`config.mk`:
```
export PLATFORM = sky130hd
export DESIGN_NAME = crc_stream_flat
export DESIGN_NICKNAME = d
export VERILOG_FILES = /design/src/rtl/crc_pkg.sv /design/src/rtl/crc_stream_if.sv /design/src/rtl/crc_step.sv /design/src/rtl/crc_stream.sv /design/src/flat_wrapper.sv
export SDC_FILE = /design/constraint.sdc
export NUM_CORES = 1
export LEC_CHECK = 0
export BUFFER_PORTS_ARGS = -buffer_cell sky130_fd_sc_hd__buf_2
export CAP_MARGIN = 10
export CORE_ASPECT_RATIO = 0.6
export CORE_MARGIN = 10
export CORE_UTILIZATION = 65
export CTS_BUF_LIST = sky130_fd_sc_hd__clkbuf_4 sky130_fd_sc_hd__clkbuf_8
export CTS_CLUSTER_DIAMETER = 120
export DETAILED_ROUTE_END_ITERATION = 16
export GPL_ROUTABILITY_DRIVEN = 0
export PLACE_DENSITY = 0.86
export SETUP_SLACK_MARGIN = 0.05
export SKIP_LAST_GASP = 1
export SLEW_MARGIN = 20
export SYNTH_ARGS = -nofsm -noshare
export SYNTH_HDL_FRONTEND = slang
export SYNTH_SLANG_ARGS = --single-unit
```
`constraint.sdc`:
```
create_clock -name clk -period 7.09 [get_ports clk]
set_input_delay 1.0635 -clock clk [delete_from_list [all_inputs] [get_ports clk]]
set_output_delay 1.0635 -clock clk [all_outputs]
set_load 0.01 [all_outputs]
```
`src/rtl/crc_pkg.sv`:
```
// Shared types, bit-order helpers and CRC presets for the streaming CRC engine.
package crc_pkg;

  localparam int unsigned MAX_W = 64;

  typedef enum logic [1:0] {
    ST_IDLE,
    ST_RUN,
    ST_DONE
  } crc_state_e;

  typedef struct packed {
    logic [MAX_W-1:0] poly;
    logic [MAX_W-1:0] init;
    logic [MAX_W-1:0] xorout;
    logic             refl_in;
    logic             refl_out;
    logic [MAX_W-1:0] residue;
    logic [6:0]       width;
  } crc_preset_t;

  localparam crc_preset_t CRC32_ETH = '{
    poly: 64'h04C11DB7, init: 64'hFFFFFFFF, xorout: 64'hFFFFFFFF,
    refl_in: 1'b1, refl_out: 1'b1, residue: 64'hC704DD7B, width: 7'd32};

  localparam crc_preset_t CRC32_MPEG2 = '{
    poly: 64'h04C11DB7, init: 64'hFFFFFFFF, xorout: 64'h0,
    refl_in: 1'b0, refl_out: 1'b0, residue: 64'h0, width: 7'd32};

  localparam crc_preset_t CRC16_CCITT = '{
    poly: 64'h1021, init: 64'hFFFF, xorout: 64'h0,
    refl_in: 1'b0, refl_out: 1'b0, residue: 64'h0, width: 7'd16};

  function automatic logic [7:0] reflect8(input logic [7:0] b);
    logic [7:0] r;
    for (int i = 0; i < 8; i++) r[i] = b[7-i];
    return r;
  endfunction

  // Reverses the low w bits of v; bits above w return zero.
  function automatic logic [MAX_W-1:0] reverse_w(input logic [MAX_W-1:0] v,
                                                 input int unsigned w);
    logic [MAX_W-1:0] r;
    r = '0;
    for (int unsigned i = 0; i < MAX_W; i++) begin
      if (i < w) r[i] = v[6'(w - 1 - i)];
    end
    return r;
  endfunction

endpackage

```
`src/rtl/crc_stream_if.sv`:
```
// Beat input and result output handshakes of the streaming CRC engine.
interface crc_stream_if #(
  parameter int unsigned DATA_W = 8,
  parameter int unsigned CRC_W  = 32
);
  logic              in_valid;
  logic              in_ready;
  logic [DATA_W-1:0] in_data;
  logic              in_sop;
  logic              in_eop;
  logic              out_valid;
  logic              out_ready;
  logic [CRC_W-1:0]  out_crc;
  logic              out_match;

  modport master (
    output in_valid, in_data, in_sop, in_eop, out_ready,
    input  in_ready, out_valid, out_crc, out_match
  );

  modport slave (
    input  in_valid, in_data, in_sop, in_eop, out_ready,
    output in_ready, out_valid, out_crc, out_match
  );
endinterface

```
`src/rtl/crc_step.sv`:
```
// Combinational CRC update over one DATA_W beat, bytes low-first, bits MSB-first.
module crc_step
  import crc_pkg::*;
#(
  parameter int unsigned      CRC_W      = 32,
  parameter int unsigned      DATA_W     = 8,
  parameter logic [CRC_W-1:0] POLY       = CRC_W'(32'h04C11DB7),
  parameter bit               REFLECT_IN = 1'b1
) (
  input  logic [CRC_W-1:0]  crc_in,
  input  logic [DATA_W-1:0] data,
  output logic [CRC_W-1:0]  crc_next_c
);

  localparam int unsigned N_BYTES = DATA_W / 8;

  logic [CRC_W-1:0] acc;
  logic [7:0]       cur;
  logic             fb;

  always_comb begin
    acc = crc_in;
    cur = '0;
    fb  = 1'b0;
    for (int unsigned k = 0; k < N_BYTES; k++) begin
      cur = data[k*8 +: 8];
      if (REFLECT_IN) cur = reflect8(cur);
      for (int i = 7; i >= 0; i--) begin
        fb  = acc[CRC_W-1] ^ cur[i];
        acc = {acc[CRC_W-2:0], 1'b0} ^ (fb ? POLY : '0);
      end
    end
    crc_next_c = acc;
  end

endmodule

```
`src/rtl/crc_stream.sv`:
```
// Framed streaming CRC engine: frame FSM, CRC register, result stage and counters.
module crc_stream
  import crc_pkg::*;
#(
  parameter int unsigned      CRC_W       = 32,
  parameter int unsigned      DATA_W      = 8,
  parameter logic [CRC_W-1:0] POLY        = CRC_W'(32'h04C11DB7),
  parameter logic [CRC_W-1:0] INIT        = '1,
  parameter logic [CRC_W-1:0] XOROUT      = '1,
  parameter bit               REFLECT_IN  = 1'b1,
  parameter bit               REFLECT_OUT = 1'b1,
  parameter logic [CRC_W-1:0] RESIDUE     = CRC_W'(32'hC704DD7B)
) (
  input  logic          clk,
  input  logic          rst,
  crc_stream_if.slave   bus,
  output logic [15:0]   frame_cnt,
  output logic          err_orphan
);

  localparam int unsigned CNT_W = 16;

  crc_state_e       state;
  logic [CRC_W-1:0] crc_reg;
  logic [CRC_W-1:0] seed_c;
  logic [CRC_W-1:0] crc_next_c;
  logic [CRC_W-1:0] fin_c;
  logic             accept_c;
  logic             load_c;

  assign bus.in_ready = (state != ST_DONE) || bus.out_ready;
  assign accept_c     = bus.in_valid && bus.in_ready;
  assign seed_c       = bus.in_sop ? INIT : crc_reg;
  // Outside RUN (IDLE, or DONE releasing its result) only a sop beat starts a frame.
  assign load_c       = accept_c && (bus.in_sop || (state == ST_RUN));
  assign fin_c        = (REFLECT_OUT ? CRC_W'(reverse_w(MAX_W'(crc_next_c), CRC_W))
                                     : crc_next_c) ^ XOROUT;

  crc_step #(
    .CRC_W      (CRC_W),
    .DATA_W     (DATA_W),
    .POLY       (POLY),
    .REFLECT_IN (REFLECT_IN)
  ) u_step (
    .crc_in     (seed_c),
    .data       (bus.in_data),
    .crc_next_c (crc_next_c)
  );

  always_ff @(posedge clk or posedge rst) begin
    if (rst) begin
      state         <= ST_IDLE;
      crc_reg       <= INIT;
      bus.out_valid <= 1'b0;
      bus.out_crc   <= '0;
      bus.out_match <= 1'b0;
      frame_cnt     <= '0;
      err_orphan    <= 1'b0;
    end else begin
      if ((state == ST_DONE) && bus.out_ready) begin
        state         <= ST_IDLE;
        bus.out_valid <= 1'b0;
        frame_cnt     <= frame_cnt + CNT_W'(1);
      end
      // A load in the same edge as the result handshake overrides the return to IDLE.
      if (load_c) begin
        crc_reg <= crc_next_c;
        if (bus.in_eop) begin
          state         <= ST_DONE;
          bus.out_valid <= 1'b1;
          bus.out_crc   <= fin_c;
          bus.out_match <= (crc_next_c == RESIDUE);
        end else begin
          state <= ST_RUN;
        end
      end else if (accept_c) begin
        err_orphan <= 1'b1;
      end
    end
  end

endmodule

```
`src/flat_wrapper.sv`:
```
// flat-port wrapper written by rule: the top's interface ports become plain ports
module crc_stream_flat import crc_pkg::*;
#(
  parameter int unsigned      CRC_W       = 32,
  parameter int unsigned      DATA_W      = 8,
  parameter logic [CRC_W-1:0] POLY        = CRC_W'(32'h04C11DB7),
  parameter logic [CRC_W-1:0] INIT        = '1,
  parameter logic [CRC_W-1:0] XOROUT      = '1,
  parameter bit               REFLECT_IN  = 1'b1,
  parameter bit               REFLECT_OUT = 1'b1,
  parameter logic [CRC_W-1:0] RESIDUE     = CRC_W'(32'hC704DD7B)
)
  (clk, rst, frame_cnt, err_orphan, bus_in_valid, bus_in_data, bus_in_sop, bus_in_eop, bus_out_ready, bus_in_ready, bus_out_valid, bus_out_crc, bus_out_match);
  crc_stream_if #(.DATA_W(DATA_W), .CRC_W(CRC_W)) bus_i ();
  input  logic clk;
  input  logic rst;
  output logic [15:0] frame_cnt;
  output logic err_orphan;
  input wire logic [$bits(bus_i.in_valid)-1:0] bus_in_valid;
  input wire logic [$bits(bus_i.in_data)-1:0] bus_in_data;
  input wire logic [$bits(bus_i.in_sop)-1:0] bus_in_sop;
  input wire logic [$bits(bus_i.in_eop)-1:0] bus_in_eop;
  input wire logic [$bits(bus_i.out_ready)-1:0] bus_out_ready;
  output wire logic [$bits(bus_i.in_ready)-1:0] bus_in_ready;
  output wire logic [$bits(bus_i.out_valid)-1:0] bus_out_valid;
  output wire logic [$bits(bus_i.out_crc)-1:0] bus_out_crc;
  output wire logic [$bits(bus_i.out_match)-1:0] bus_out_match;
  assign bus_i.in_valid = bus_in_valid;
  assign bus_i.in_data = bus_in_data;
  assign bus_i.in_sop = bus_in_sop;
  assign bus_i.in_eop = bus_in_eop;
  assign bus_i.out_ready = bus_out_ready;
  assign bus_in_ready = bus_i.in_ready;
  assign bus_out_valid = bus_i.out_valid;
  assign bus_out_crc = bus_i.out_crc;
  assign bus_out_match = bus_i.out_match;
  crc_stream #(.CRC_W(CRC_W), .DATA_W(DATA_W), .POLY(POLY), .INIT(INIT), .XOROUT(XOROUT), .REFLECT_IN(REFLECT_IN), .REFLECT_OUT(REFLECT_OUT), .RESIDUE(RESIDUE)) u_core (.clk(clk), .rst(rst), .bus(bus_i), .frame_cnt(frame_cnt), .err_orphan(err_orphan));
endmodule
```
# Word-level counts from Yosys, hierarchy flattened
# Index checks and enable logic that the tools add are counted.
# word_totals
register_bits	85
output_inout_bits	52
# classes
n_addsub	1
n_eq_ne	4
muxes	15
bitwise	18
reduce_logical	8
# op_table
cell	count
bitwise XOR 32 x 27 -> 32 bit	8
2-to-1 mux 27 bit	8
equality test 32 bit (second input constant)	1
2-to-1 mux 32 bit	1
NOT 32 bit	1
adder 16 x 1 -> 16 bit (second input constant)	1
bitwise XOR 1 bit	8
2-to-1 mux 2 bit	3
AND reduction 2 bit	2
logical AND 1 bit	3
2-to-1 mux 1 bit	3
equality test 2 x 1 -> 1 bit (second input constant)	1
equality test 2 bit (second input constant)	1
logical OR 1 bit	2
!= test 2 bit (second input constant)	1
nonzero test 2 bit	1
NOT 1 bit	1

# Logic depth before layout (Yosys ltp)
# depth
word_depth	26
ltp_mapped	11
ltp_nobuf	10

# By module
# A second synthesis with hierarchy kept.
# unflattened
cells_unflattened	367
area_unflattened_um2	4880.9
# by_module_without_submodules
mod	n_inst	cells_each	area_each_um2	seq_area_each_um2
crc_stream	1	303	3883.7	2167.1
crc_step	1	64	997.2	0.0

# Worst setup path before layout
# No wires, ideal clock.
# synth_path
path_kind	input-to-reg
start	input bus_in_data[0]
end	register u_core.bus.out_match
t_arrival_ns	2.887
t_required_ns	7.014
slack_ns	4.127
stages	11
cell_sequence	buf_6 > xnor2_1 > or3_4 > and2_2 > inv_2 > ha_1 > nand4b_1 > a2111oi_0 > o2111a_1 > nand4_1 > o21ai_1
# synth_via
elab_chain_len	13
# synth_lines
element	line_no	rtl
from (decl)	flat_wrapper.sv:20	input wire logic [$bits(bus_i.in_data)-1:0] bus_in_data;
bitwise XOR 1 bit *	crc_step.sv:29	fb = acc[CRC_W-1] ^ cur[i];
2-to-1 mux 27 bit *	crc_step.sv:30	acc = {acc[CRC_W-2:0], 1'b0} ^ (fb ? POLY : '0);
bitwise XOR 32 x 27 -> 32 bit * (6 in a row)	crc_step.sv:30	
bitwise XOR 1 bit	crc_step.sv:29	
2-to-1 mux 27 bit	crc_step.sv:30	
bitwise XOR 32 x 27 -> 32 bit * (2 in a row)	crc_step.sv:30	
equality test 32 bit *	crc_stream.sv:72	bus.out_match <= (crc_next_c == RESIDUE);
to (signal assigned)	crc_stream.sv:72	
to (decl)	crc_stream_if.sv:23	output in_ready, out_valid, out_crc, out_match
# Every way passes the cells marked *; elsewhere a longest branch is shown, timed or not.
# A chain may end at the register's enable or synchronous reset.

# Worst setup path in the final report
# layout_path
start	input bus_in_sop
end	register u_core.bus.out_match
# layout_via
elab_chain_len	14
# layout_lines
element	line_no	rtl
from (decl)	flat_wrapper.sv:21	input wire logic [$bits(bus_i.in_sop)-1:0] bus_in_sop;
2-to-1 mux 32 bit *	crc_stream.sv:33	assign seed_c = bus.in_sop ? INIT : crc_reg;
bitwise XOR 32 x 27 -> 32 bit *	crc_step.sv:30	
bitwise XOR 1 bit	crc_step.sv:29	
2-to-1 mux 27 bit	crc_step.sv:30	
bitwise XOR 32 x 27 -> 32 bit * (6 in a row)	crc_step.sv:30	
bitwise XOR 1 bit *	crc_step.sv:29	
2-to-1 mux 27 bit *	crc_step.sv:30	
bitwise XOR 32 x 27 -> 32 bit *	crc_step.sv:30	
net u_core.crc_next_c[0]	crc_stream.sv:26	logic [CRC_W-1:0] crc_next_c;
equality test 32 bit *	crc_stream.sv:72	
# The timed path passes the listed nets; every way through them passes the cells marked *.

==> impl_metrics.py <==
metrics = {
    "status": {
        "status": "complete, no violations",
    },
    "drt": {
        "drt-initial-drc-count": 413,
        "route.detailed.drc": 0,
        "routed_via_density": 5.76,
        "post_drt_wl_per_cell_um": 19.5,
        "routed_wl_um": 12300,
        "vias": 3651,
        "first_pass_iters": 5,
        "antenna_left": 0,
    },
    "yosys": {
        "syn-num-nets": 492,
        "synth_top_family_by_area": "XOR/XNOR gates",
        "syn-cell-area_um2": 4950,
        "synth-seq-area-share_pct": 43.8,
        "synth_fa_ha_area_share_pct": 0.505,
        "synthXorXnorAreaFrac_pct": 21.6,
        "async_reset_ff_share_pct": 100,
        "yosysWarnings": 0,
        "ys_types": 52,
        "synth_cells": 476,
        "synth_ff_type": "dfrtp_1",
        "synth_simple_gate_area_share_pct": 13.7,
        "synth_edf_count": 0,
        "synth_compound_gate_area_share_pct": 8.19,
        "synthMuxAreaShare_pct": 8.31,
        "synth-seq-cells": 85,
        "syn_avg_cell_area_um2": 10.4,
    },
    "worst_setup_path": {
        "required_ns": 7.40,
        "cp.arrival_ns": 3.90,
        "r2r_end": "u_core.bus.out_match",
        "endpoint_kind": "flip-flop",
        "critPathMaxFanout": 49,
        "ff2ff_setup_slack_ns": 4.09,
        "ff2ff_path_depth": 9,
        "r2r_start": "u_core.crc_reg[24]",
        "cp-start-kind": "input port",
        "timing_worst_setup_path_type": "input port to flip-flop",
    },
    "die": {
        "fp.dieW_um": 133,
        "start_util_pct": 67.6,
        "die_y_um": 87.6,
        "dieArea_um2": 11600,
        "ioPinCount": 66,
        "rows": 24,
        "fp.coreArea_um2": 7330,
    },
    "global_routing": {
        "grt_pass1_vias": 3753,
        "antenna_found_initial": 0,
        "grt_max_degree": 86,
        "grt_usage_pct": 21.8,
        "grt_pass1_wl_um": 19900,
        "grt_overflow": 0,
    },
    "timing": {
        "fin_skew_ns": 0.00887,
        "whs_ns": 0.474,
        "finalSetupViolCount": 0,
        "slew_viol_final": 0,
        "hold_viol": 0,
        "min_period_ns": 3.59,
        "fin_crit_sh_pct": 50.6,
        "tns_ns": 0,
        "rsz0062_at_grt": "no",
        "fmax_mhz": 279,
        "tightest_slew_ns": 0.880,
        "maxSlewHeadroom_pct": 41.2,
    },
    "cells_and_area": {
        "area_growth_pct": 11.2,
        "drive_gt1_share_pct": 30.2,
        "final_area_um2": 5510,
        "layout_common_cells": "xnor2_1, buf_2, dfrtp_1, nand2_1, o21ai_0",
        "n_antenna_cell": 0,
        "final_common_cell": "xnor2_1",
        "nNetsFinal": 541,
    },
    "clock_tree": {
        "clkLatencyLatePin_ns": 0.38,
        "htreeDepth": 3,
        "cts_tree": "yes",
        "ctsResizeCount": 0,
        "clock-sinks": 85,
        "cts_root_buffer": "clkbuf_8",
        "cts-hold-fix-buffers": 0,
        "postCtsSetupBuffers": 0,
        "clk_path_buf_depth": 2,
        "cts.clk_slew.worst_paths_ns": 0.08,
        "cts_made_buffers": 9,
    },
    "placed_design": {
        "numPortBuffers": 65,
        "placed_cell_area_um2": 5260,
        "dp_hpwl_um": 9170,
    },
    "power_and_ir_drop": {
        "power_density_nw_per_um2": 507,
        "ir_drop_mv": 0.273,
        "p_leak_nw": 2.42,
    },
    "min_path": {
        "hold_path_depth": 1,
        "min_from": "u_core.frame_cnt[15]",
        "hold_class": "flip-flop to flip-flop",
        "whs_endpoint": "u_core.frame_cnt[15]",
    },
    "run": {
        "cap_viol_max_count": 0,
    },
}
final cells by class:
type / count / area [um2]
inverters: 8 / 31.3
well taps: 104 / 130
repair buffers: 69 / 375
flip-flops and latches: 85 / 2170
multi-input cells: 352 / 2590
clock inverters: 3 / 42.5
fillers: 535 / 1820
clock buffers: 13 / 173
worst max-delay path, stage by stage:
cell       delay [ns]
buf_2            0.62
nor2_1           0.21
xnor2_1          0.72
ha_1             0.27
nand4b_1         0.14
a2111oi_0        0.38
o2111a_1         0.26
nand4_1          0.09
o21ai_1          0.13
cells by family (layout without fill, tap and decap cells):
group / Yosys count / after routing
muxes: 37 / 37
adders and majority gates: 2 / 2
xor gates and xnor gates: 105 / 105
and+or+nand+nor: 140 / 140
DFF: 85 / 85
AOI/OAI and AO/OA: 68 / 68
buffers and inverters: 39 / 93
routing by layer:
| layer | global-route usage, % | vias to the layer above | routed length (um) |
|---|---|---|---|
| met1 | 29.2 | 1771 | 5440 |
| met4 | 7.55 | 0 | 271 |
| met5 | 0 | - | 0 |
| met2 | 33.0 | 154 | 5520 |
| li1 | - | 1700 | - |
| met3 | 7.09 | 26 | 1120 |
power by group:
part           leakage, nW  switching, mW  internal (mW)  total (mW)
Sequential           0.982          0.204          0.759       0.963
Clock                0.109          0.171          0.195       0.366
Combinational         1.33          0.788          0.674        1.46
Total                 2.42           1.16           1.63        2.79
worst max path at each step:
| stage | start | end | slack, ns | depth (start not counted) |
|---|---|---|---|---|
| 5_1_grt | bus_in_sop | u_core.bus.out_match | 3.30 | 9 |
| 3_5_place_dp | bus_in_sop | u_core.bus.out_match | 3.17 | 9 |
| 2_1_floorplan | rst | u_core.bus.out_crc[0] | 3.89 | 1 |
| 6_report | bus_in_sop | u_core.bus.out_match | 3.50 | 9 |
| 4_1_cts | bus_in_sop | u_core.bus.out_match | 3.57 | 9 |
| 3_3_place_gp | bus_in_sop | u_core.bus.out_match | 3.48 | 9 |
per-stage QoR:
stage          util [%]  setup WS (ns)  total power, mW  std cells
2_1_floorplan         -           3.89             1.98        476
3_3_place_gp       71.8           3.48             2.33        617
3_5_place_dp       71.8           3.17             2.40        617
4_1_cts            74.8           3.57             2.78        633
5_1_grt            75.2           3.30             2.96        634
6_report           75.2           3.50             2.79        634
synth_stat cells (6+ instances only):
cell      instances  area share, %
xnor2_1          70             12
dfrtp_1          53             27
nand2_1          50            3.8
o21ai_0          36            3.6
dfstp_2          32             17
mux2_2           32            7.3
nor2_1           32            2.4
xor2_1           24            4.2
clkbuf_1         14            1.1
buf_2            11            1.1
nand4_1          10            1.3
a21oi_1           8           0.81
or3_1             8            1.0
xnor3_1           8            3.6
inv_1             7           0.53
nor2b_1           7           0.88
nand3_1           6           0.61
o211ai_1          6           0.91
o21ai_1           6           0.61
Note: power is estimated with default switching activity, not from simulation.
